File: src/rtl/uart_rx_stream.sv
// UART receiver: oversampled 2-of-3 majority bit recovery, optional parity, 1/2 stop bits.
// Latency: valid_o rises 1 cycle after the last stop-bit vote; rx_i to start detect is 2-3 cycles.
// Backpressure: one-word output register; a frame completing while the word is held and not accepted is dropped with an overrun_o pulse.
module uart_rx_stream #(
    parameter int CLK_FREQ   = 100_000_000,
    parameter int BAUD_RATE  = 115200,
    parameter int DATA_WIDTH = 8,
    parameter int PARITY     = 0,
    parameter int STOP_BITS  = 1,
    parameter int OVERSAMPLE = 16
) (
    input  logic                  clk,
    input  logic                  rst,
    input  logic                  rx_i,
    output logic [DATA_WIDTH-1:0] data_o,
    output logic                  valid_o,
    input  logic                  ready_i,
    output logic                  parity_err_o,
    output logic                  frame_err_o,
    output logic                  overrun_o,
    output logic                  busy_o
);

    localparam int DIV   = CLK_FREQ / (BAUD_RATE * OVERSAMPLE);
    localparam int DIV_W = (DIV > 1) ? $clog2(DIV) : 1;
    localparam int TC_W  = $clog2(OVERSAMPLE);
    localparam int BC_W  = $clog2(DATA_WIDTH + 1);
    localparam int MID   = OVERSAMPLE / 2;

    // Reject parameter sets the datapath cannot honour.
    if (DIV < 1) begin : g_bad_div
        $error("uart_rx_stream: CLK_FREQ too low for BAUD_RATE*OVERSAMPLE");
    end
    if (DATA_WIDTH < 5 || DATA_WIDTH > 9) begin : g_bad_width
        $error("uart_rx_stream: DATA_WIDTH must be 5..9");
    end
    if (PARITY < 0 || PARITY > 2) begin : g_bad_parity
        $error("uart_rx_stream: PARITY must be 0, 1 or 2");
    end
    if (STOP_BITS < 1 || STOP_BITS > 2) begin : g_bad_stop
        $error("uart_rx_stream: STOP_BITS must be 1 or 2");
    end
    if (OVERSAMPLE < 4 || (OVERSAMPLE % 2) != 0) begin : g_bad_os
        $error("uart_rx_stream: OVERSAMPLE must be even and >= 4");
    end

    typedef enum logic [2:0] {
        S_IDLE,
        S_START,
        S_DATA,
        S_PARITY,
        S_STOP
    } state_t;

    state_t                state_q, state_d;
    logic [1:0]            rx_sync_q;
    logic                  rx_prev_q;
    logic [DIV_W-1:0]      div_cnt_q, div_cnt_d;
    logic [TC_W-1:0]       tick_cnt_q, tick_cnt_d;
    logic                  samp0_q, samp0_d;
    logic                  samp1_q, samp1_d;
    logic [DATA_WIDTH-1:0] shift_q, shift_d;
    logic [BC_W-1:0]       bit_cnt_q, bit_cnt_d;
    logic                  par_q, par_d;
    logic                  stop_cnt_q, stop_cnt_d;
    logic                  perr_pend_q, perr_pend_d;
    logic                  ferr_pend_q, ferr_pend_d;
    logic [DATA_WIDTH-1:0] data_q, data_d;
    logic                  valid_q, valid_d;
    logic                  perr_q, perr_d;
    logic                  ferr_q, ferr_d;
    logic                  overrun_q, overrun_d;

    logic rx_s;
    logic fall;
    logic tick;
    logic vote_vld;
    logic vote;
    logic complete;
    logic ferr_final;

    assign rx_s = rx_sync_q[1];
    assign fall = rx_prev_q & ~rx_s;
    assign tick = (div_cnt_q == DIV_W'(DIV - 1));

    // Two-flop synchroniser and edge register; idle-high so reset to 1.
    always_ff @(posedge clk or posedge rst) begin
        if (rst) begin
            rx_sync_q <= 2'b11;
            rx_prev_q <= 1'b1;
        end else begin
            rx_sync_q <= {rx_sync_q[0], rx_i};
            rx_prev_q <= rx_s;
        end
    end

    // Majority vote over the three ticks straddling the bit centre.
    always_comb begin
        samp0_d  = samp0_q;
        samp1_d  = samp1_q;
        vote_vld = 1'b0;
        vote     = (samp0_q & samp1_q) | (samp0_q & rx_s) | (samp1_q & rx_s);
        if (tick && tick_cnt_q == TC_W'(MID - 1)) samp0_d = rx_s;
        if (tick && tick_cnt_q == TC_W'(MID))     samp1_d = rx_s;
        if (tick && tick_cnt_q == TC_W'(MID + 1) && state_q != S_IDLE) vote_vld = 1'b1;
    end

    // Receive FSM: next state, bit assembly, counters and pending error flags.
    always_comb begin
        state_d     = state_q;
        div_cnt_d   = tick ? '0 : div_cnt_q + 1'b1;
        tick_cnt_d  = tick_cnt_q;
        shift_d     = shift_q;
        bit_cnt_d   = bit_cnt_q;
        par_d       = par_q;
        stop_cnt_d  = stop_cnt_q;
        perr_pend_d = perr_pend_q;
        ferr_pend_d = ferr_pend_q;
        complete    = 1'b0;
        ferr_final  = ferr_pend_q | ~vote;
        if (tick) begin
            tick_cnt_d = (tick_cnt_q == TC_W'(OVERSAMPLE - 1)) ? '0 : tick_cnt_q + 1'b1;
        end
        case (state_q)
            S_IDLE: begin
                if (fall) begin
                    state_d     = S_START;
                    div_cnt_d   = '0;
                    tick_cnt_d  = '0;
                    bit_cnt_d   = '0;
                    par_d       = 1'b0;
                    stop_cnt_d  = 1'b0;
                    perr_pend_d = 1'b0;
                    ferr_pend_d = 1'b0;
                end
            end
            S_START: begin
                // A high vote means the edge was a glitch: drop silently.
                if (vote_vld) state_d = vote ? S_IDLE : S_DATA;
            end
            S_DATA: begin
                if (vote_vld) begin
                    shift_d   = {vote, shift_q[DATA_WIDTH-1:1]};
                    par_d     = par_q ^ vote;
                    bit_cnt_d = bit_cnt_q + 1'b1;
                    if (bit_cnt_q == BC_W'(DATA_WIDTH - 1)) begin
                        state_d = (PARITY != 0) ? S_PARITY : S_STOP;
                    end
                end
            end
            S_PARITY: begin
                if (vote_vld) begin
                    perr_pend_d = (PARITY == 1) ? ~(par_q ^ vote) : (par_q ^ vote);
                    state_d     = S_STOP;
                end
            end
            S_STOP: begin
                if (vote_vld) begin
                    ferr_pend_d = ferr_final;
                    if (stop_cnt_q == 1'(STOP_BITS - 1)) begin
                        // Complete at the vote so a back-to-back start edge is not missed.
                        complete = 1'b1;
                        state_d  = S_IDLE;
                    end else begin
                        stop_cnt_d = 1'b1;
                    end
                end
            end
            default: state_d = S_IDLE;
        endcase
    end

    // Output word register: load on completion if free or being drained, else flag overrun.
    always_comb begin
        data_d    = data_q;
        valid_d   = valid_q;
        perr_d    = perr_q;
        ferr_d    = ferr_q;
        overrun_d = 1'b0;
        if (complete && (!valid_q || ready_i)) begin
            data_d  = shift_q;
            perr_d  = perr_pend_q;
            ferr_d  = ferr_final;
            valid_d = 1'b1;
        end else if (complete) begin
            overrun_d = 1'b1;
        end else if (valid_q && ready_i) begin
            valid_d = 1'b0;
        end
    end

    // State and datapath registers.
    always_ff @(posedge clk or posedge rst) begin
        if (rst) begin
            state_q     <= S_IDLE;
            div_cnt_q   <= '0;
            tick_cnt_q  <= '0;
            samp0_q     <= 1'b1;
            samp1_q     <= 1'b1;
            shift_q     <= '0;
            bit_cnt_q   <= '0;
            par_q       <= 1'b0;
            stop_cnt_q  <= 1'b0;
            perr_pend_q <= 1'b0;
            ferr_pend_q <= 1'b0;
            data_q      <= '0;
            valid_q     <= 1'b0;
            perr_q      <= 1'b0;
            ferr_q      <= 1'b0;
            overrun_q   <= 1'b0;
        end else begin
            state_q     <= state_d;
            div_cnt_q   <= div_cnt_d;
            tick_cnt_q  <= tick_cnt_d;
            samp0_q     <= samp0_d;
            samp1_q     <= samp1_d;
            shift_q     <= shift_d;
            bit_cnt_q   <= bit_cnt_d;
            par_q       <= par_d;
            stop_cnt_q  <= stop_cnt_d;
            perr_pend_q <= perr_pend_d;
            ferr_pend_q <= ferr_pend_d;
            data_q      <= data_d;
            valid_q     <= valid_d;
            perr_q      <= perr_d;
            ferr_q      <= ferr_d;
            overrun_q   <= overrun_d;
        end
    end

    assign data_o       = data_q;
    assign valid_o      = valid_q;
    assign parity_err_o = perr_q;
    assign frame_err_o  = ferr_q;
    assign overrun_o    = overrun_q;
    assign busy_o       = (state_q != S_IDLE);

endmodule

File: config.mk
export PLATFORM = sky130hd
export DESIGN_NAME = uart_rx_stream
export DESIGN_NICKNAME = d
export VERILOG_FILES = /design/src/rtl/uart_rx_stream.sv
export SDC_FILE = /design/constraint.sdc
export NUM_CORES = 1
export LEC_CHECK = 0
export ABC_AREA = 0
export BUFFER_PORTS_ARGS = -buffer_cell sky130_fd_sc_hd__buf_2
export CAP_MARGIN = 20
export CORE_AREA = 2 2 90 71
export CTS_CLUSTER_DIAMETER = 40
export DETAILED_ROUTE_END_ITERATION = 10
export DIE_AREA = 0 0 92 73
export PLACE_DENSITY = 0.58
export SLEW_MARGIN = 20
export SYNTH_ARGS = -nofsm -noshare
export SYNTH_HDL_FRONTEND = slang
export SYNTH_SLANG_ARGS = --single-unit
File: constraint.sdc
create_clock -name clk -period 3.8 [get_ports clk]
set_input_delay 0.57 -clock clk [delete_from_list [all_inputs] [get_ports clk]]
set_output_delay 0.57 -clock clk [all_outputs]
set_load 0.1 [all_outputs]
; ---- Yosys cells after proc, flatten, opt, wreduce, memory -nomap -nowiden
; Cells that the tools add are included.
; Widths: inputs -> output; s select.
[op_classes]
addsub = 3
n_eq_ne = 18
n_mux = 37
bitwise_logic = 10
reduce_logical = 20
[ops]
columns = cell, count
row1 = $mux 4, 6
row2 = $mux 3, 7
row3 = $mux 6, 3
row4 = $pmux 3 s5, 1
row5 = $mux 1, 14
row6 = $ne 2x2->1 const B, 7
row7 = $eq 4x4->1 const B, 3
row8 = $reduce_and 3->1, 3
row9 = $add 4x1->4 const B, 2
row10 = $eq 4x3->1 const B, 2
row11 = $pmux 1 s2, 4
row12 = $pmux 4 s2, 1
row13 = $reduce_bool 2->1, 4
row14 = $reduce_and 7->1, 1
row15 = $add 6x1->6 const B, 1
row16 = $eq 3x2->1 const B, 2
row17 = $eq 6x6->1 const B, 1
row18 = $logic_and 1x1->1, 6
row19 = $and 1x1->1, 4
row20 = $reduce_and 2->1, 2
row21 = $eq 3x1->1 const B, 1
row22 = $eq 3x3->1 const B, 1
row23 = $logic_not 3->1, 1
row24 = $or 1x1->1, 3
row25 = other kinds (7), 8
[word_totals]
ff_bits = 46
in_bits = 4
out_inout_bits = 13
word_cells = 106

; ---- Logic depth before layout (Yosys ltp)
; Gate-level depths: netlist of the first run.
[depth]
depth_word = 9
ltp_mapped = 7
depth_no_buf = 6

; ---- Least setup slack after synthesis of the first run
; OpenSTA, ideal clock, no wires.
[synth_path]
path_kind = reg2reg
from = reg state_q[2]
to = reg bit_cnt_q[3]
setup_time_ns = 0.120
t_arrival_ns = 1.726
required_ns = 3.680
slack_ns = 1.955
path_stages_with_launch = 5
n_path_buf = 1
period_less_slack_ns = 1.845
cell_sequence = dfrtp_1 -> or3_4 -> or3b_1 -> buf_6 -> a31o_1
[synth_between]
elab_chain_cells = 5
elab_cells_between_ends = 10
cone_classes = eq/ne (3) / mux (2) / reduce/logical (5)
[synth_rtl]
columns = element, line
row1 = start: declaration, 55  ; state_t state_q, state_d;
row2 = start signal: assignment, 212  ; state_q <= state_d;
row3 = $reduce_bool 3->1, --
row4 = net busy_o, 21  ; output logic busy_o
row5 = $logic_and 1x1->1, 105  ; if (tick && tick_cnt_q == TC_W'(MID + 1) && state_q != S_IDLE) vote_vld = 1'b1;
row6 = $mux 1, 105
row7 = $ne 2x2->1 (no line), --
row8 = $reduce_and 3->1 (no line), --
row9 = end signal: assignment, 218  ; bit_cnt_q <= bit_cnt_d;
row10 = end: declaration, 63  ; logic [BC_W-1:0] bit_cnt_q, bit_cnt_d;
; The timed path passes the listed nets, and every way through them passes these cells.
; A chain may end at the register's enable or synchronous reset.

; ---- Worst setup path after layout of the first run
[layout_path]
from = reg div_cnt_q[1]
to = reg data_q[0], in the netlist data_o[0]
[layout_between]
elab_chain_cells = 7
[layout_rtl]
columns = element, line
row1 = start: declaration, 58  ; logic [DIV_W-1:0] div_cnt_q, div_cnt_d;
row2 = start signal: assignment, 213  ; div_cnt_q <= div_cnt_d;
row3 = $eq 6x6->1, 84  ; assign tick = (div_cnt_q == DIV_W'(DIV - 1));
row4 = $logic_and 1x1->1 (2 in a row), 105
row5 = $mux 1, 105
row6 = $mux 1, 158  ; if (vote_vld) begin
row7 = $mux 1, 124  ; case (state_q)
row8 = $logic_and 1x1->1, 180  ; if (complete && (!valid_q || ready_i)) begin
row9 = end signal: assignment, 223  ; data_q <= data_d;
row10 = end: declaration, 68  ; logic [DATA_WIDTH-1:0] data_q, data_d;
; No other way between the ends.

==> results of run 1 <==
[state kept, by name, indices dropped and copies added, names as in the netlist, 2 cells and up]
signal	flops
rx_sync_q	2
shift_q	8
tick_cnt_q	4
div_cnt_q	6
state_q	3
data_o	8
bit_cnt_q	4
[final timing paths]
kind	start	to	slack [ps]	cells after the start
worst max-delay path	div_cnt_q[1]$_DFF_PP0_	data_o[0]$_DFFE_PP0P_	1320	6
worst min-delay path	rx_sync_q[0]$_DFF_PP1_	rx_sync_q[1]$_DFF_PP1_	360	0
worst max register to register	div_cnt_q[1]$_DFF_PP0_	data_o[0]$_DFFE_PP0P_	1320	6
worst min register to register	rx_sync_q[0]$_DFF_PP1_	rx_sync_q[1]$_DFF_PP1_	360	0
max in group asynchronous	rst	tick_cnt_q[0]$_DFF_PP0_	2760	2
min in group asynchronous	rst	shift_q[6]$_DFFE_PP0P_	460	2
[kinds of logic (layout without fill, tap and decap cells)]
family | count (synthesis) | count (layout)
compound gates | 17 | 17
xor+xnor | 5 | 5
fa+ha+maj | 7 | 7
buf+inv | 9 | 29
flops | 45 | 45
mux | 13 | 13
simple gates | 84 | 84
[routing by layer]
metal	wire length [um]	track usage (%)
met1	1850	16.4
met2	1300	15.0
met3	126	4.03
met4	61	4.48
met5	0	0
[power by group]
group | internal, mW | total (mW) | switching [mW]
registers | 0.519 | 0.564 | 0.0452
logic | 0.0516 | 0.124 | 0.0719
clock network | 0.214 | 0.374 | 0.160
total | 0.785 | 1.06 | 0.277
[placed cells by master (no fill, tap or decap), types with 2 or more instances in the layout]
cell      synthesis  routed
o31ai_1           2       2
clkbuf_8          0       6
a21oi_1           4       4
xnor2_1           2       2
nand2_1          35      35
nor3b_1           3       3
nand2b_1          4       4
xor2_1            3       3
buf_2             2      16
dfstp_2           5       5
dfrtp_1          40      40
ha_1              6       6
nor2b_1           3       3
inv_1             5       4
mux2_2           12      12
nor2_1           14      14
nand3_1          11      11
o21ai_0           5       5
[area by class of cell]
class,count,area share [%]
Sequential cell,45,50.2
Multi-Input combinational cell,126,35.6
Tap cell,81,4.50
Clock buffer,6,3.66
Timing Repair Buffer,16,3.55
Clock inverter,2,1.66
Inverter,5,0.832
[critical path, stage by stage (launching register included)]
cell and delay [ps]:
dfrtp_1 400, inv_1 60, ha_1 210, and4_1 290, nand4_1 210, nor2b_1 780
mux2_2 420
[per-stage QoR]
stage                     setup slack (ps)  instances  hold slack (ps)  power, mW
after floorplan                       1950        180              345      0.667
after global placement                1420        273              346      0.699
after detailed placement              1340        273              354      0.699
after CTS                             1280        281              361       1.07
after global routing                  1120        281              354       1.12
final                                 1320        281              364       1.06
==> metrics.yaml, run 1 <==
endpoint_kind: "flop"
die_h_um: 73
clock-sinks: 45
power_density_nw_per_um2: 471
synth_edf_count: 0
p_leak_nw: 1.10
yosys_warnings: 0
fp-row-count: 25
postLayoutCoreUtil_pct: 37.9
ctsHoldBuffers: 0
clock_path_buffers: 2
ys_ff_latch: 45
n_antenna_cell: 0
synthesis.nets: 190
yosys.area.top_type: "dfrtp_1"
via_count: 1280
path_class: "flop to flop"
ios: 17
cts-htree-levels: 2
start_util_pct: 33.3
routed_wirelength_um: 3340
syn_inst: 180
hold_path_class: "flop to flop"
synth_seq_area_share_pct: 57.2
grt_pass1_vias: 1214
die_w_um: 92
cp-start-kind: "flop"
final_max_slew_viol_count: 0
final_area_um2: 2250
yosys.area_share.simple_pct: 21.3
fin_crit_sh_pct: 65.2
gp_congestion: 0.731
yosysMostFrequentCell: "dfrtp_1"
insertion_delay_ps: 300
syn_area_um2: 1980
path_clk_slew_ps: 80
drt-initial-drc-count: 59
synth.distinct_cells: 41
numCtsBuffers: 5
synth_fa_ha_area_share_pct: 4.30
grt.overflow.total: 0
cts_resized: 0
cp.arrival_ps: 2660
multi_input_area_um2: 802
grt_max_degree: 46
seq_area_um2: 1130
grt_pass1_wl_um: 5900
max-cap-violations: 0
synth_area_leaders: "dfrtp_1 (51%), mux2_2 (6.8%), dfstp_2 (6.6%)"
setup_viol: 0
drc: 0
finalClockSkew_ps: 8.48
synth_compound_area_share_pct: 5.44
post_cts_buffers: 0
port-buffer-count: 16
antenna_found_initial: 0
cp_max_fo: 10
num-fill-cells: 600
finalHoldViolCount: 0
design.core.area_um2: 5940
synth_top_family_by_area: "simple AND/OR/NAND/NOR gates"
grtUsageTotal_pct: 11.2
firstDrtPassIters: 4
ant_nets: 0
synthFlopType: "dfrtp_1"
tns_ps: 0
status: "finished, final reports clean"
synthArstFlopShare_pct: 100
layout.nets: 209
synth_commonest_cells: "dfrtp_1 (40), nand2_1 (35), nor2_1 (14), mux2_2 (12), nand3_1 (11)"
dieArea_um2: 6720
avgSynthCellArea_um2: 11.0
drive_gt1_share_pct: 22.5
synth_top_area_share_pct: 50.6
fmax_mhz: 404
avgRoutedWirePerCell_um: 11.9
grt_setup_unrepaired: "false"
tightestPinTransition_ps: 933
ir_drop_uv: 162
area_delta_synth_final_pct: 14.0
root_buffer: "clkbuf_8"
dpl.hpwl_um: 2310
layout_min_cycle_time_ps: 2480
viasPerCell: 4.56
synth_mux_area_share_pct: 7.34
synth_xor_area_share_pct: 2.21
cp_data_required_time_ps: 3990
cts_tree: "done"
max_slew_margin_pct: 37.7
placed_area_um2: 2130
No activity file was read; power rests on OpenSTA's default activity.
==> run 2, diff against run 1 <==
Settings changed: PLACE_DENSITY 0.58 to 0.6.
Clock period 3.8 ns to 2.04 ns, I/O delays scaled along.
==> run 2 against run 1 <==
Global-route usage about the same. Critical path depth up 1. Clock skew up 1.6 ps. Hold slack worse by 330 ps. Sequential cell count unchanged. Fmax up 31%. Combinational power up 96%. Final area up 0.67%. Routed wire length up 5.3%. Non-clock buffer count up 7. Critical path type unchanged. Critical endpoint is now data_o[5]$_DFFE_PP0P_. Largest power group unchanged.
==> metrics.yaml, run 2 (synthesis gave the netlist of run 1 again) <==
cts_resized: 0
drc: 0
grt_pass1_wl_um: 5910
dpl.hpwl_um: 2560
area_delta_synth_final_pct: 14.7
crit_chain: "inv_1, ha_1, and4_1, nand4_1, nor2b_1, buf_4, mux2_2"
n_antenna_cell: 0
cp_data_required_time_ps: 2220
fp-row-count: 25
die_h_um: 73
antenna_found_initial: 0
avgRoutedWirePerCell_um: 12.2
viasPerCell: 4.67
finalWorstSetupSlack_ps: 155
die_w_um: 92
postLayoutCoreUtil_pct: 38.2
critPathTopFamily: "simple AND/OR/NAND/NOR gates"
final_area_um2: 2270
ios: 17
p_leak_nw: 1.12
insertion_delay_ps: 290
max-cap-violations: 0
fmax_mhz: 530
routed_wirelength_um: 3520
cts-htree-levels: 2
seq_area_um2: 1130
post-place-ws_ps: 142
r2r_start: "div_cnt_q[1]$_DFF_PP0_"
num-fill-cells: 591
tns_ps: 0
finalClockSkew_ps: 10.1
numCtsBuffers: 5
final_cell_mix: "dfrtp_1 (40), nand2_1 (35), buf_2 (16)"
cp.arrival_ps: 2070
status: "finished, final reports clean"
firstDrtPassIters: 4
r2r_cells: 7
drive_gt1_share_pct: 24.6
grt_pass1_vias: 1245
post_cts_buffers: 0
ir_drop_uv: 311
power_density_nw_per_um2: 801
grt_setup_unrepaired: "false"
path_clk_slew_ps: 90
endpoint_kind: "flop"
dieArea_um2: 6720
grtUsageTotal_pct: 11.2
critPathLaunch: "div_cnt_q[1]$_DFF_PP0_"
rrSetupSlack_ps: 150
cp.buffers_inverters: 2
cp-start-kind: "flop"
max_slew_margin_pct: 65.9
drt-initial-drc-count: 47
cp-endpoint: "data_o[5]$_DFFE_PP0P_"
root_buffer: "clkbuf_8"
setup_viol: 0
gp_congestion: 0.775
cts_tree: "done"
path_class: "flop to flop"
port-buffer-count: 16
final_common_cell: "dfrtp_1"
design.core.area_um2: 5940
start_util_pct: 33.3
grt.overflow.total: 0
slowest_stage: "dfrtp_1"
multi_input_area_um2: 802
final_cells: 288
finalHoldViolCount: 0
final_max_slew_viol_count: 0
layout_min_cycle_time_ps: 1890
fin_crit_sh_pct: 92.4
cpPeakStageDelay_ps: 410
hold_slack_ps: 33.0
ctsHoldBuffers: 0
ant_nets: 0
hold_path_class: "input port to asynchronous set/reset pin"
via_count: 1346
p_total_mw: 1.82
r2r_end: "data_o[5]$_DFFE_PP0P_"
tightestPinTransition_ps: 511
placed_area_um2: 2190
clock-sinks: 45
layout.nets: 216
grt_max_degree: 26
cp_max_fo: 10
clock_path_buffers: 2
worst-path-stages: 7
placedCellCount: 280
-- run 2: area by class of cell --
type,instances,share of cell area [%]
Multi-Input combinational cell,126,35.3
Tap cell,81,4.47
Sequential cell,45,49.9
Clock inverter,2,0.441
Clock buffer,6,3.20
Inverter,5,0.827
Timing Repair Buffer,23,5.84
-- run 2: routing by layer --
layer	GRT usage, %	wire length (um)	vias up
met5	0	0	-
met4	5.47	53	0
met3	2.48	90	5
met2	15.4	1440	18
met1	16.7	1930	654
li1	-	-	669
-- run 2: how the worst min path moves through the flow --
| stage | start | end | slack (ps) | depth (start not counted) |
|---|---|---|---|---|
| floorplan | rx_i | rx_sync_q[0]$_DFF_PP1_ | 310 | 0 |
| global placement | rx_sync_q[0]$_DFF_PP1_ | rx_sync_q[1]$_DFF_PP1_ | 350 | 0 |
| detailed placement | rx_sync_q[0]$_DFF_PP1_ | rx_sync_q[1]$_DFF_PP1_ | 350 | 0 |
| CTS | rst | bit_cnt_q[1]$_DFFE_PP0P_ | 50 | 2 |
| global route | rst | data_o[6]$_DFFE_PP0P_ | 70 | 2 |
| finish | rst | shift_q[4]$_DFFE_PP0P_ | 30 | 2 |
-- run 2: where the power goes --
part,internal (mW),switching (mW),total [mW]
sequential,0.967,0.0823,1.05
combinational,0.104,0.139,0.243
clock,0.238,0.287,0.524
